## src/rtl/program_loader.sv

```systemverilog
// Packs a UART byte stream into instruction words and writes them to
// consecutive instruction-memory addresses until HALT or the last location.
module program_loader #(
  parameter int                 NB_DATA        = 32,
  parameter int                 NB_BYTE        = 8,
  parameter int                 NB_ADDR_CUSTOM = 5,
  parameter int                 ROM_DEPTH      = 30,
  parameter logic [NB_DATA-1:0] HALT_WORD      = 32'hFFFFFFFF
) (
  input  logic                      i_clock,
  input  logic                      i_reset,
  input  logic                      i_start,
  input  logic [NB_BYTE-1:0]        i_rx_data,
  input  logic                      i_rx_valid,
  output logic                      o_wr_enable,
  output logic [NB_ADDR_CUSTOM-1:0] o_wr_addr,
  output logic [NB_DATA-1:0]        o_data,
  output logic                      o_busy,
  output logic                      o_done,
  output logic                      o_overrun,
  output logic [NB_ADDR_CUSTOM:0]   o_word_count
);

  localparam int NB_BYTES = NB_DATA / NB_BYTE;
  localparam int CW = (NB_BYTES > 1) ? $clog2(NB_BYTES) : 1;
  localparam logic [CW-1:0] LAST_BYTE = CW'(NB_BYTES - 1);
  localparam logic [NB_ADDR_CUSTOM-1:0] LAST_ADDR =
    NB_ADDR_CUSTOM'(ROM_DEPTH - 1);

  typedef enum logic [1:0] {
    IDLE,
    RECEIVE,
    WRITE,
    DONE
  } state_e;

  state_e                    state_q, state_d;
  logic [CW-1:0]             bcnt_q, bcnt_d;
  logic [NB_DATA-1:0]        word_q, word_d;
  logic [NB_ADDR_CUSTOM-1:0] addr_q, addr_d;
  logic [NB_ADDR_CUSTOM:0]   cnt_q, cnt_d;
  logic                      ovr_q, ovr_d;

  always_ff @(posedge i_clock) begin
    if (i_reset) begin
      state_q <= IDLE;
      bcnt_q  <= '0;
      word_q  <= '0;
      addr_q  <= '0;
      cnt_q   <= '0;
      ovr_q   <= 1'b0;
    end else begin
      state_q <= state_d;
      bcnt_q  <= bcnt_d;
      word_q  <= word_d;
      addr_q  <= addr_d;
      cnt_q   <= cnt_d;
      ovr_q   <= ovr_d;
    end
  end

  always_comb begin
    state_d = state_q;
    bcnt_d  = bcnt_q;
    word_d  = word_q;
    addr_d  = addr_q;
    cnt_d   = cnt_q;
    ovr_d   = ovr_q;
    unique case (state_q)
      IDLE: begin
        addr_d = '0;
        cnt_d  = '0;
        bcnt_d = '0;
        ovr_d  = 1'b0;
        if (i_start) state_d = RECEIVE;
      end
      RECEIVE: begin
        if (i_rx_valid) begin
          // big-endian: first byte ends up in the MSB
          word_d = NB_DATA'({word_q, i_rx_data});
          if (bcnt_q == LAST_BYTE) begin
            bcnt_d  = '0;
            state_d = WRITE;
          end else begin
            bcnt_d = bcnt_q + 1'b1;
          end
        end
      end
      WRITE: begin
        cnt_d = cnt_q + 1'b1;
        if (i_rx_valid) ovr_d = 1'b1;
        if (word_q == HALT_WORD || addr_q == LAST_ADDR) begin
          state_d = DONE;
        end else begin
          addr_d  = addr_q + 1'b1;
          state_d = RECEIVE;
        end
      end
      DONE: begin
        if (i_start) begin
          addr_d  = '0;
          cnt_d   = '0;
          bcnt_d  = '0;
          ovr_d   = 1'b0;
          state_d = RECEIVE;
        end
      end
      default: state_d = IDLE;
    endcase
  end

  assign o_wr_enable  = (state_q == WRITE);
  assign o_wr_addr    = addr_q;
  assign o_data       = word_q;
  assign o_busy       = (state_q == RECEIVE) || (state_q == WRITE);
  assign o_done       = (state_q == DONE);
  assign o_overrun    = ovr_q;
  assign o_word_count = cnt_q;

endmodule

```

## config.mk

```make
export PLATFORM = sky130hd
export DESIGN_NAME = program_loader
export DESIGN_NICKNAME = d
export VERILOG_FILES = /design/src/rtl/program_loader.sv
export SDC_FILE = /design/constraint.sdc
export NUM_CORES = 1
export LEC_CHECK = 0
export ABC_CLOCK_PERIOD_IN_PS = 4200
export BUFFER_PORTS_ARGS = -buffer_cell sky130_fd_sc_hd__buf_2
export CELL_PAD_IN_SITES_DETAIL_PLACEMENT = 0
export CELL_PAD_IN_SITES_GLOBAL_PLACEMENT = 1
export CORE_ASPECT_RATIO = 0.7
export CORE_MARGIN = 5
export CORE_UTILIZATION = 40
export DETAILED_ROUTE_END_ITERATION = 8
export PLACE_DENSITY = 0.86
export SYNTH_ARGS = -nofsm -noshare
export SYNTH_HDL_FRONTEND = slang
export SYNTH_SLANG_ARGS = --single-unit
```

## constraint.sdc

```tcl
create_clock -name i_clock -period 4.2 [get_ports i_clock]
set_clock_uncertainty 0.2 [all_clocks]
set_input_delay 0.42 -clock i_clock [delete_from_list [all_inputs] [get_ports i_clock]]
set_output_delay 0.42 -clock i_clock [all_outputs]
set_load 0.05 [all_outputs]
```

==> impl_metrics.yaml <==
outcome:
  status: "finished clean"
logic_synthesis:
  post-synth-top-area-cell: "dfxtp_1"
  netlist_area_mm2: 0.00203
  synthTopCellsByArea: "dfxtp_1 47%, nand2_1 14%, a21oi_1 8.6%"
  syn_nets: 266
  synth.avg_cell_area_um2: 8.27
  yosys.area.top_type_share_pct: 47.2
  ys_types: 34
  yosysSeqAreaShare_pct: 47.2
  ys_ff_latch: 48
  synth_warnings: 0
  synth_cells: 246
cells_and_area:
  antenna_cells: 0
  fin_util_pct: 50.5
  final_common_cell: "nand2_1"
  fillerInstances: 504
  areaGrowthSynthToFinish_pct: 20.5
  layout_common_cells: "76 x nand2_1, 58 x buf_2, 48 x dfxtp_1"
  num-nets-final: 319
  drive_gt1_share_pct: 25.2
floorplanning:
  core_mm2: 0.00486
  die_h_um: 69.7
  ios: 59
  fp.dieW_um: 95.2
  start_util_pct: 41.9
  num_rows: 21
  dieArea_mm2: 0.00664
worst_setup_path:
  critPathBufInv: 0
  crit_path_start_kind: "flip-flop"
  cp-end-kind: "flip-flop"
  crit_path_top_delay_cell: "and2_1"
  cp.required_ps: 4220
  worstSetupPathType: "flip-flop to flip-flop"
  crit_start: "state_q[0]$_SDFFE_PP0P_"
  cp_top_family: "simple AND/OR/NAND/NOR gates"
  rr_startpoint: "state_q[0]$_SDFFE_PP0P_"
  crit_chain: "ha_1 -> and2_1 -> a32oi_1 -> nor2_1"
  critPathMaxStageDelay_ps: 960
  crit_fanout: 34
  arrival_ps: 2300
clocking:
  htree_num_levels: 2
  cts_repair_resize_count: 0
  max-clock-path-buffers: 2
  cts_hold_buffers: 0
  clkLatencyLatePin_ps: 300
  clk_pin_slew_ps: 80
  numCtsBuffers: 5
  cts-root-buf: "clkbuf_8"
  cts_tree: "done"
  cts_sinks: 48
  cts_setup_buffers: 0
sta:
  setup_tns_ps: 0
  slew_headroom_pct: 20.7
  fmax_ghz: 0.438
  finalCriticalPeriod_ps: 2280
  hold_viol_final: 0
  drv_slew: 0
  period_share_pct: 54.3
  setup_violations: 0
  worst_pin_slew_ps: 1190
  rsz0062_at_grt: "false"
  holdWs_ps: 156
job:
  max_cap_violations: 0
drt:
  ant_nets: 0
  vias_per_cell: 4.89
  wl_per_cell_um: 13.5
  dr.pass1.iters: 4
  remaining_drc_errors: 0
  routed_wl_mm: 4.95
  num_vias: 1793
  drt_iter0_markers: 109
global_routing:
  track_usage_pct: 15.5
  grt_max_degree: 45
  grt_pass1_wl_mm: 8.20
  antenna_found_initial: 0
  grt_pass1_vias: 1636
  grt_overflow: 0
power:
  powerDensity_mw_per_mm2: 524
  total_power_mw: 1.29
  ir_drop_uv: 323
  leakage_nw: 1.04
worst_hold_path:
  hp-start: "i_rx_data[2]"
  hp-class: "input pin to flip-flop"
place:
  io_buffers: 58
  gp_congestion: 0.775
  dp_hpwl_mm: 3.45
synthesized netlist by cell type:
| cell type | n |
|---|---|
| nand2_1 | 76 |
| dfxtp_1 | 48 |
| a21oi_1 | 35 |
| nor2_1 | 13 |
| nand4_1 | 10 |
| clkbuf_1 | 9 |
| ha_1 | 8 |
| inv_1 | 6 |
| a31oi_1 | 4 |
| xor2_1 | 4 |
| a21o_2 | 3 |
| and3_1 | 3 |
| nand4b_1 | 3 |
| a32oi_1 | 2 |
| and2_1 | 2 |
| buf_2 | 2 |
| a211oi_1 | 1 |
| a21oi_2 | 1 |
| a2bb2oi_1 | 1 |
| a311oi_1 | 1 |
| a311oi_2 | 1 |
| and4_1 | 1 |
| clkbuf_8 | 1 |
| nand2b_4 | 1 |
| nor2_2 | 1 |
| nor2b_2 | 1 |
| nor3_1 | 1 |
| nor4_2 | 1 |
| nor4_4 | 1 |
| o21ai_0 | 1 |
| o21bai_1 | 1 |
| o31ai_1 | 1 |
| or2_2 | 1 |
| xnor2_1 | 1 |
worst paths after layout:
path,endpoint,slack (ps),depth (start not counted)
hold reg to reg,o_data[26]$_SDFFE_PP0P_,270,2
hold / removal,o_data[2]$_SDFFE_PP0P_,160,3
setup / recovery,bcnt_q[1]$_SDFFE_PP0P_,1920,4
setup reg to reg,bcnt_q[1]$_SDFFE_PP0P_,1920,4
per-stage QoR:
stage	setup WS [ps]	std cells	area (um^2)
after floorplan	2150	246	2030
after detailed placement	1960	361	2350
after CTS	1920	367	2450
after global placement	2000	361	2350
after global routing	1680	367	2450
final	1920	367	2450
worst reg2reg max path: stages (launching register included):
cell     delay, ps
dfxtp_1        410
ha_1           300
and2_1         960
a32oi_1        220
nor2_1         130
state kept, by name, indices dropped and copies added (netlist names):
name,flops
o_word_count,6
o_wr_addr,5
state_q,2
o_data,32
bcnt_q,2
o_overrun,1
cells by family after synthesis:
family,synth area share (%)
and+or+nand+nor,26.4
AOI/OAI and AO/OA,15.4
DFF,47.2
xor gates and xnor gates,2.15
buffers and inverters,3.94
adders and majority gates,4.92
layer usage:
layer	global-route usage [%]	vias to the layer above	share of wire, %
li1	-	941	-
met1	23.8	799	53
met2	20.2	47	40
met3	4.77	6	6.2
met4	4.32	0	0.89
met5	0	-	0
power breakdown:
group          total, mW  switching [mW]  internal, mW
sequential         0.530          0.0388         0.491
combinational      0.442           0.335         0.107
clock              0.314           0.143         0.171
final cells by class:
type                       instances  area, um^2  area share [%]
sequential                        48         961            39.2
tap                               69        86.3            3.52
clock inverter                     1        30.0            1.22
multi-input combinational        180         993            40.5
clock buffer                       5        68.8            2.81
inverter                           6        22.5           0.918
timing repair buffer              58         290            11.8
Note: power is estimated with default switching activity, not from simulation.
